===== src/rtl/mem_bus_responder.sv =====
// Memory-side endpoint of the L1 coherence bus: turns bus requests into one
// memory access at a time and returns the completion message with line data.
module mem_bus_responder #(
    parameter int DATA_WIDTH = 32,
    parameter int ADDR_WIDTH = 32,
    parameter int MSG_BITS   = 4,
    parameter int TIMEOUT    = 255
) (
    input  logic                  clock,
    input  logic                  reset,
    input  logic [MSG_BITS-1:0]   bus_msg,
    input  logic [ADDR_WIDTH-1:0] bus_address,
    input  logic [DATA_WIDTH-1:0] bus_data,
    input  logic                  req_ready,
    output logic [MSG_BITS-1:0]   mem2controller_msg,
    output logic [DATA_WIDTH-1:0] mem_data_out,
    output logic [ADDR_WIDTH-1:0] mem_address_out,
    output logic                  mem_req,
    output logic                  mem_we,
    output logic [ADDR_WIDTH-1:0] mem_addr,
    output logic [DATA_WIDTH-1:0] mem_wdata,
    input  logic [DATA_WIDTH-1:0] mem_rdata,
    input  logic                  mem_ack,
    output logic                  timeout_err
);

    localparam logic [MSG_BITS-1:0] NO_REQ     = MSG_BITS'(0);
    localparam logic [MSG_BITS-1:0] R_REQ      = MSG_BITS'(1);
    localparam logic [MSG_BITS-1:0] RFO_BCAST  = MSG_BITS'(2);
    localparam logic [MSG_BITS-1:0] WB_REQ     = MSG_BITS'(3);
    localparam logic [MSG_BITS-1:0] FLUSH      = MSG_BITS'(4);
    localparam logic [MSG_BITS-1:0] FLUSH_S    = MSG_BITS'(5);
    localparam logic [MSG_BITS-1:0] C_WB       = MSG_BITS'(6);
    localparam logic [MSG_BITS-1:0] C_FLUSH    = MSG_BITS'(7);
    localparam logic [MSG_BITS-1:0] MEM_RESP   = MSG_BITS'(8);
    localparam logic [MSG_BITS-1:0] MEM_RESP_S = MSG_BITS'(9);
    localparam logic [MSG_BITS-1:0] MEM_C_RESP = MSG_BITS'(10);

    localparam int CW = $clog2(TIMEOUT + 1);

    typedef enum logic [1:0] {IDLE, MEM_ACCESS, RESPOND} state_t;

    state_t                state_q, state_d;
    logic [MSG_BITS-1:0]   code_q, code_d;
    logic [CW-1:0]         cnt_q, cnt_d;
    logic [MSG_BITS-1:0]   msg_d;
    logic [DATA_WIDTH-1:0] data_d, wdata_d;
    logic [ADDR_WIDTH-1:0] addr_d, aout_d;
    logic                  req_d, we_d, err_d;

    logic is_coh, is_wr, is_rd, write_op;
    logic [MSG_BITS-1:0] accept_code;

    // Coherence traffic bypasses req_ready; priority is coherence > write > read.
    assign is_coh   = (bus_msg == C_WB) || (bus_msg == C_FLUSH);
    assign is_wr    = req_ready && ((bus_msg == WB_REQ) || (bus_msg == FLUSH) || (bus_msg == FLUSH_S));
    assign is_rd    = req_ready && ((bus_msg == R_REQ) || (bus_msg == RFO_BCAST));
    assign write_op = is_coh || is_wr;
    assign accept_code = is_coh ? MEM_C_RESP :
                         (is_wr && bus_msg == FLUSH_S) ? MEM_RESP_S : MEM_RESP;

    // Memory handshake: mem_req is level-held with mem_we/mem_addr/mem_wdata
    // stable until a single-cycle mem_ack completes it; mem_ack is ignored
    // whenever mem_req is low.
    always_comb begin
        state_d = state_q;
        code_d  = code_q;
        cnt_d   = cnt_q;
        msg_d   = mem2controller_msg;
        data_d  = mem_data_out;
        aout_d  = mem_address_out;
        addr_d  = mem_addr;
        wdata_d = mem_wdata;
        req_d   = mem_req;
        we_d    = mem_we;
        err_d   = timeout_err;
        case (state_q)
            IDLE: begin
                if (is_coh || is_wr || is_rd) begin
                    state_d = MEM_ACCESS;
                    req_d   = 1'b1;
                    we_d    = write_op;
                    addr_d  = bus_address;
                    aout_d  = bus_address;
                    if (write_op) wdata_d = bus_data;
                    code_d  = accept_code;
                    cnt_d   = '0;
                end
            end
            MEM_ACCESS: begin
                if (mem_ack) begin
                    req_d   = 1'b0;
                    data_d  = mem_we ? mem_wdata : mem_rdata;
                    msg_d   = code_q;
                    state_d = RESPOND;
                end else begin
                    // Watchdog only flags; the access keeps waiting for its ack.
                    if (cnt_q != CW'(TIMEOUT)) cnt_d = cnt_q + CW'(1);
                    if (cnt_d == CW'(TIMEOUT)) err_d = 1'b1;
                end
            end
            RESPOND: begin
                if (bus_msg == NO_REQ) begin
                    msg_d   = NO_REQ;
                    state_d = IDLE;
                end
            end
            default: state_d = IDLE;
        endcase
    end

    always_ff @(posedge clock) begin
        if (reset) begin
            state_q            <= IDLE;
            code_q             <= NO_REQ;
            cnt_q              <= '0;
            mem2controller_msg <= NO_REQ;
            mem_data_out       <= '0;
            mem_address_out    <= '0;
            mem_addr           <= '0;
            mem_wdata          <= '0;
            mem_req            <= 1'b0;
            mem_we             <= 1'b0;
            timeout_err        <= 1'b0;
        end else begin
            state_q            <= state_d;
            code_q             <= code_d;
            cnt_q              <= cnt_d;
            mem2controller_msg <= msg_d;
            mem_data_out       <= data_d;
            mem_address_out    <= aout_d;
            mem_addr           <= addr_d;
            mem_wdata          <= wdata_d;
            mem_req            <= req_d;
            mem_we             <= we_d;
            timeout_err        <= err_d;
        end
    end

endmodule


===== config.mk =====
export PLATFORM = sky130hd
export DESIGN_NAME = mem_bus_responder
export DESIGN_NICKNAME = d
export VERILOG_FILES = /design/src/rtl/mem_bus_responder.sv
export SDC_FILE = /design/constraint.sdc
export NUM_CORES = 1
export LEC_CHECK = 0
export ABC_AREA = 1
export CAP_MARGIN = 40
export CORE_MARGIN = 2
export CORE_UTILIZATION = 36
export CTS_BUF_LIST = sky130_fd_sc_hd__clkbuf_8
export DETAILED_ROUTE_END_ITERATION = 8
export GPL_TIMING_DRIVEN = 0
export PLACE_DENSITY = 0.79
export SLEW_MARGIN = 20
export SYNTH_ARGS = -nofsm -noshare
export SYNTH_HDL_FRONTEND = slang
export SYNTH_SLANG_ARGS = --single-unit

===== constraint.sdc =====
create_clock -name clock -period 1.39 [get_ports clock]
set_input_delay 0.2085 -clock clock [delete_from_list [all_inputs] [get_ports clock]]
set_output_delay 0.2085 -clock clock [all_outputs]
set_load 0.05 [all_outputs]

==> results of run 1 <==
stage by stage:
step	power, mW	setup TNS [ns]
finish	9.18	-0.139
global route	9.52	-0.548
CTS	9.15	-0.00734
detailed placement	6.19	-61.56
global placement	6.17	-59.08
floorplan	5.22	-0.939
worst min-delay path, delay by kind of cell:
kind	cells	cell delay (ns)
buf+inv	1	0.15
simple gates	2	0.25
compound gates	1	0.06
state kept, by name, summed over array words and instances (netlist names):
register	cells
mem_data_out	32
mem_req	1
code_q	3
cnt_q	8
mem_wdata	32
timeout_err	1
mem_addr	32
state_q	2
mem2controller_msg	3
mem_we	1
cell usage in the layout, fill, tap and decap left out, drive strengths merged, types with 2 or more instances in the layout:
cell type        n
o21bai           2
clkbuf          45
o21ai           39
dfxtp          115
nand2          116
inv             20
clkinv           3
dlymetal6s2s     4
mux2i           32
a21oi          112
clkdlybuf4s15   10
clkdlybuf4s50   99
xor2             2
nor2            22
clkdlybuf4s18    4
bufinv           2
nand3           86
buf            189
kinds of logic after synthesis:
family | Yosys count
and+or+nand+nor | 225
AOI/OAI and AO/OA | 155
DFF | 115
buffers and inverters | 96
muxes | 32
xor gates and xnor gates | 3
adders and majority gates | 1
other | 1
how the worst max path moves through the flow:
stage / start / depth (start not counted) / slack [ns] / end
2_1_floorplan: mem_we / 4 / -0.04 / mem_data_out[0]
3_3_place_gp: bus_msg[2] / 9 / -0.75 / mem_wdata[29]
3_5_place_dp: bus_msg[2] / 9 / -0.77 / mem_wdata[14]
4_1_cts: cnt_q[0] / 10 / -0.007 / timeout_err
5_1_grt: cnt_q[0] / 10 / -0.16 / timeout_err
6_report: cnt_q[1] / 10 / -0.08 / timeout_err
power groups by stage:
stage          Sequential (mW)  Clock [mW]  Combinational [mW]
4_1_cts                   3.64        3.08                2.43
5_1_grt                   3.66        3.21                2.65
6_report                  3.64        3.04                2.50
3_3_place_gp              3.70           0                2.46
3_5_place_dp              3.71           0                2.49
2_1_floorplan             4.27           0               0.950
synthesized netlist by cell type (all sizes together):
master / n / area (um^2)
ha: 1 / 12.5
nor3: 1 / 5.00
o21ai: 39 / 199
nor2: 22 / 92.6
clkinv: 1 / 3.75
o21bai: 2 / 15.0
nand3: 86 / 435
mux2i: 32 / 320
xnor2: 1 / 8.76
inv: 18 / 67.6
buf: 60 / 389
dfxtp: 115 / 2300
nand2: 115 / 437
a21oi: 112 / 561
and3: 1 / 6.26
conb: 1 / 3.75
xor2: 2 / 17.5
clkbuf: 17 / 63.8
a21boi: 1 / 7.51
a31oi: 1 / 6.26
routing by layer:
metal  global-route usage  vias up  routed length (um)
met5                    0        -                   0
met4               0.0790        0                 291
met3               0.0761       26                1340
met2                0.394      220                8510
met1                0.268     2536                7390
li1                     -     2642                   -
layout make-up:
cell class              count  area [um^2]  share of cell area
clock inverters             7         85.1              0.0108
flip-flops and latches    115         2320               0.295
repair buffers            253         2010               0.256
well taps                 176          220              0.0281
multi-input cells         418         2280               0.290
clock buffers              21          289              0.0368
plain buffers              77          578              0.0737
inverters                  19         73.8             0.00941
what timing repair did:
action / in CTS / in global routing
setup endpoints to repair: 242 / 137
setup buffers: 8 / 6
hold buffers: 0 / 0
gates cloned: 1 / 2
pin swaps: 6 / 12
gates resized for setup: 692 / 81
==> run metrics, run 1 <==
Final nets 1006; H-Tree Depth 4; post-synth net total 733; first-pass GRT wire length 26400 um; Area growth, synth to finish 58.4%; Setup violations, final 3; Layout Cells excl Fill 1086; drt first-iter violations roughly 340; final hold vios 0; Cell Area, Placed 0.00757 mm^2; number of global-route vias before repair approximately 5200; Final HPWL DP roughly 13000 um; Max stage delay on crit path roughly 0.37 ns; R2R depth 10; Worst Slack Setup Final -0.0775 ns; Root Driver clkbuf_8; maxcap violations 0; core area 0.0133 mm^2; Period Utilization, post-route 1.06; crit path buf inv count 1; CP Launch Type flip-flop; cts bufs inserted 17; Crit. End Element flip-flop; Clk pin slew, worst setup/hold paths 0.07 ns; Routability Congestion 0.807; Setup CP Type flip-flop to flip-flop; Pre-antenna DRT Iters 5; clk sinks 115; HP Start bus_msg[0]; yosys warns 0; placed insts 1041; Starting Density 0.371; drc violations 0; Yosys cell types 29; mean routed wirelength per cell 16.1 um; sw frac 0.331; design area 0.00785 mm^2; Global Route Usage Sum 0.230; Final Max Tran Viols 0; gr ovfl total 0; Worst-Margin Slew between 0.6 and 0.7 ns; post-synthesis simple-gate area fraction 0.197; Post-Synthesis Cells 628; drt total wl 17500 um; diodes inserted 0; post-route minimum period 1.47 ns; post-synthesis register bit count 115; Power Density 1170 mW/mm^2; worst hold margin roughly 0.28 ns; failing checks setup timing; R2R Path Start cnt_q[1]; Min-Delay Path Depth 4; average cell area after synthesis 7.89 um^2; DRT antenna net count 0; largest family of logic cells by synthesized area simple AND/OR/NAND/NOR gates; Setup WS pre-CTS -0.770 ns; Max clock buf depth 2; Synth Area in Compound Gates 0.159; initial antenna violation count 0; Seq/Total Area, Yosys 0.465; Crit path max-delay family simple AND/OR/NAND/NOR gates; status complete, but fails checks; CP Max Fanout 3; Lkg Pwr 3.46 nW; Fillers 1276; cell seen most often among critical-path stages nand2_1; via count ~5400; Cell Chain, Critical Path ha_4, nand2_4, nor2_4, buf_4, xor2_2, nand2_1, nand2_1, nor2_2, nand2_1, a21oi_2; Worst R2R End timeout_err; sequential share of power 0.396; DIE AREA 0.0147 mm^2; Ports ~240; CTS tree built; Max Clock Skew 0.0123 ns; Adder-Cell Fraction of Synth Area 0.00253; share of cells above drive strength 1 0.310; slowest stage cell, crit path dfxtp_4; Pint just over 6 mW; NetSw ~3.0 mW; FP Rows 42; max frequency 681 MHz; synthesized area 0.00495 mm^2; clk_lat worst skew 0.44 ns; drt via density 4.99; pin count of the biggest net entering global routing 17; flop-to-flop setup slack -0.08 ns; Port Buffers 237; maximum vdd ir drop 670 uV; mux cell area share after synthesis 0.0647; post-layout util 0.588; Clock power frac 0.331; Comb pwr share 0.273; CP required between 1.5 and 2 ns; Synth Area in XOR/XNOR 0.00530; Die X 121 um; relative slew slack 0.569; Hold Crit Endpoint code_q[0]; unrepaired setup endpoints after global routing yes; worst min-delay path class input port to flip-flop; data arrival time of the critical path 1.77 ns; Die Span Y about 120 um
Power figures use the tool's default switching activity.
==> run 2: changes to the inputs <==
--- a/config.mk
+++ b/config.mk
@@ -14,4 +14,5 @@
 export GPL_TIMING_DRIVEN = 0
 export PLACE_DENSITY = 0.79
+export SKIP_CTS_REPAIR_TIMING = 1
 export SLEW_MARGIN = 20
 export SYNTH_ARGS = -nofsm -noshare
==> constraint.sdc (replaced) <==
create_clock -name clock -period 1.39 [get_ports clock]
set_input_delay 0.2085 -clock clock [delete_from_list [all_inputs] [get_ports clock]]
set_output_delay 0.2085 -clock clock [all_outputs]
set_load 0.02 [all_outputs]
==> run metrics, run 2 (same netlist as run 1, synthesis figures left out) <==
status complete, but fails checks; failing checks setup timing; DR WL met3 1420 um (+6.5%); Worst-Margin Slew 0.559 ns (-0.0876 ns); CP Max Fanout 7 (+4); drt total wl 17600 um (+0.33%); unrepaired setup endpoints after global routing yes; Die Span Y 121 um (unchanged); WL met2 8780 um (+3.1%); core area 0.0133 mm^2 (unchanged); Port Buffers 237 (unchanged); Setup WS pre-CTS -0.797 ns (-0.0269 ns); Hold Crit Endpoint code_q[0]; cts bufs inserted 17 (unchanged); relative slew slack 0.627 (+0.0584); Layout Cells excl Fill 1077 (-0.83%); maxcap violations 0 (unchanged); DIE AREA 0.0147 mm^2 (unchanged); max frequency 646 MHz (-5.2%); Clk pin slew, worst setup/hold paths 0.06 ns (about the same); flop-to-flop setup slack -0.16 ns (-0.08 ns); post-layout util 0.641 (+0.0529); CTS tree built; Fillers 1106 (-13%); drt via density 4.99 (-0.13%); DRT antenna net count 0 (unchanged); drt first-iter violations 353 (+3.2%); Comb pwr share 0.236 (-0.037); worst hold margin 0.282 ns (-0.000588 ns); Worst Slack Setup Final -0.158 ns (-0.0805 ns); DR top layer met4; Largest regs mem_addr: 32 flops, mem_data_out: 32 flops, mem_wdata: 32 flops; share of cells above drive strength 1 0.162 (-0.148); Pint 6.21 mW (+1.1%); clk sinks 115 (unchanged); R2R Path Start cnt_q[1]; Crit. End Element flip-flop; Crit path max-delay family simple AND/OR/NAND/NOR gates; post-route minimum period 1.55 ns (+0.0805 ns); NetSw 2.49 mW (-18%); DRT met1 WL 7120 um (-3.6%); FP Rows 42 (unchanged); sequential share of power 0.418 (+0.022); Min-Delay Path Depth 4 (unchanged); initial antenna violation count 1 (+1); R2R depth 10 (unchanged); Period Utilization, post-route 1.11 (+0.0579); Clock power frac 0.346 (+0.015); drc violations 0 (unchanged); via count 5372 (-0.96%); gr ovfl total 0 (unchanged); data arrival time of the critical path 1.90 ns (+0.13 ns); Power Density 1020 mW/mm^2 (-13%); Pre-antenna DRT Iters 5 (unchanged); placed insts 1041 (unchanged); Setup CP Type flip-flop to flip-flop; CP Launch Type flip-flop; Routability Congestion 0.874 (+8.3%); clk_lat worst skew 0.43 ns (about the same); HP Start bus_msg[0]; first-pass GRT wire length 25200 um (-4.4%); slowest stage cell, crit path dfxtp_4; mean routed wirelength per cell 16.3 um (+1.2%); Final HPWL DP 12500 um (-1.8%); Cell Area, Placed 0.00757 mm^2 (about the same); design area 0.00855 mm^2 (+9.0%); number of global-route vias before repair 4915 (-5.4%); Area growth, synth to finish 72.6%; H-Tree Depth 4 (unchanged); commonest non-fill, non-tap cell in the layout dlymetal6s2s_1; maximum vdd ir drop 592 uV (-12%); Final Max Tran Viols 0 (unchanged); CP required 1.75 ns (+0.06 ns); Starting Density 0.371 (unchanged); Final Power 8.70 mW (-5.2%); Cell Chain, Critical Path ha_4, nand2_4, nor2_4, nand2_4, buf_8, nand2_1, nand2_1, nor2_1, nand2_1, a21oi_1; crit path buf inv count 1 (unchanged); Global Route Usage Sum 0.222 (-0.00802); most frequent cells in the layout dlymetal6s2s_1 (130), dfxtp_1 (111), a21oi_1 (108), nand2_1 (106), clkdlybuf4s50_1 (98); worst min-delay path class input port to flip-flop; cell seen most often among critical-path stages nand2_1; Worst R2R End timeout_err; Lkg Pwr 5.37 nW (+55%); Die X 121 um (unchanged); TNS Setup -0.349 ns (-0.210 ns); Final nets 996 (-0.99%); final hold vios 0 (unchanged); Max clock buf depth 2 (unchanged); Ports 239 (unchanged); Root Driver clkbuf_8; Max stage delay on crit path 0.38 ns (about the same); sw frac 0.286 (-0.0450); Max Clock Skew 0.00427 ns (-0.00801 ns); Setup violations, final 7 (+4); pin count of the biggest net entering global routing 17 (unchanged)
==> run 2: changes by cell type in the layout (fill, tap and decap cells not counted), moves of 3 or more <==
cell	previous run	this run
clkdlybuf4s15_2	10	0
buf_6	14	10
buf_2	94	2
dfxtp_1	108	111
clkbuf_2	5	14
dlymetal6s2s_1	4	130
clkdlybuf4s18_2	4	0
buf_4	80	50
dfxtp_2	5	2
==> run 2: worst reg2reg max path, stage by stage, from the launching register on <==
cell and delay, ns:
dfxtp_4 0.38, ha_4 0.16, nand2_4 0.06, nor2_4 0.17
nand2_4 0.12, buf_8 0.16, nand2_1 0.07, nand2_1 0.07
nor2_1 0.11, nand2_1 0.07, a21oi_1 0.12
==> run 2: final cells by class <==
cell class / instances / area (um^2) / area share
clock buffers: 21 / 289 / 0.0338
flip-flops and latches: 115 / 2310 / 0.270
repair buffers: 245 / 2730 / 0.319
clock inverters: 7 / 85.1 / 0.00995
diodes: 1 / 2.50 / 0.000293
plain buffers: 76 / 561 / 0.0655
multi-input cells: 417 / 2270 / 0.266
inverters: 19 / 77.6 / 0.00907
well taps: 176 / 220 / 0.0257
==> run 2: how the worst max path moves through the flow <==
stage / from / endpoint / slack (ns) / cells past startpoint
6_report: cnt_q[1] / timeout_err / -0.16 / 10
5_1_grt: cnt_q[2] / timeout_err / -0.24 / 8
4_1_cts: mem_addr[4] / mem_address_out[4] / -0.38 / 2
3_5_place_dp: bus_msg[2] / mem_wdata[14] / -0.80 / 9
3_3_place_gp: bus_msg[2] / mem_wdata[11] / -0.75 / 9
2_1_floorplan: cnt_q[1] / timeout_err / 0.02 / 10
==> run 2: power groups by stage <==
| stage | sequential, mW | clock [mW] | combinational, mW |
|---|---|---|---|
| 2_1_floorplan | 3.89 | 0 | 0.806 |
| 3_3_place_gp | 3.70 | 0 | 1.96 |
| 3_5_place_dp | 3.70 | 0 | 1.97 |
| 4_1_cts | 3.63 | 3.05 | 1.98 |
| 5_1_grt | 3.66 | 3.22 | 2.20 |
| 6_report | 3.64 | 3.01 | 2.05 |
==> run 2: metal layers <==
layer | global-route usage | vias up
met1 | 0.269 | 2501
met2 | 0.374 | 228
met3 | 0.0695 | 21
met5 | 0 | -
met4 | 0.0704 | 0
li1 | - | 2622
==> run 3: changes to the inputs <==
- CAP_MARGIN: 40 -> 5
==> results of run 3 <==
No change in the layout: final DEF, timing and power equal those of run 2.
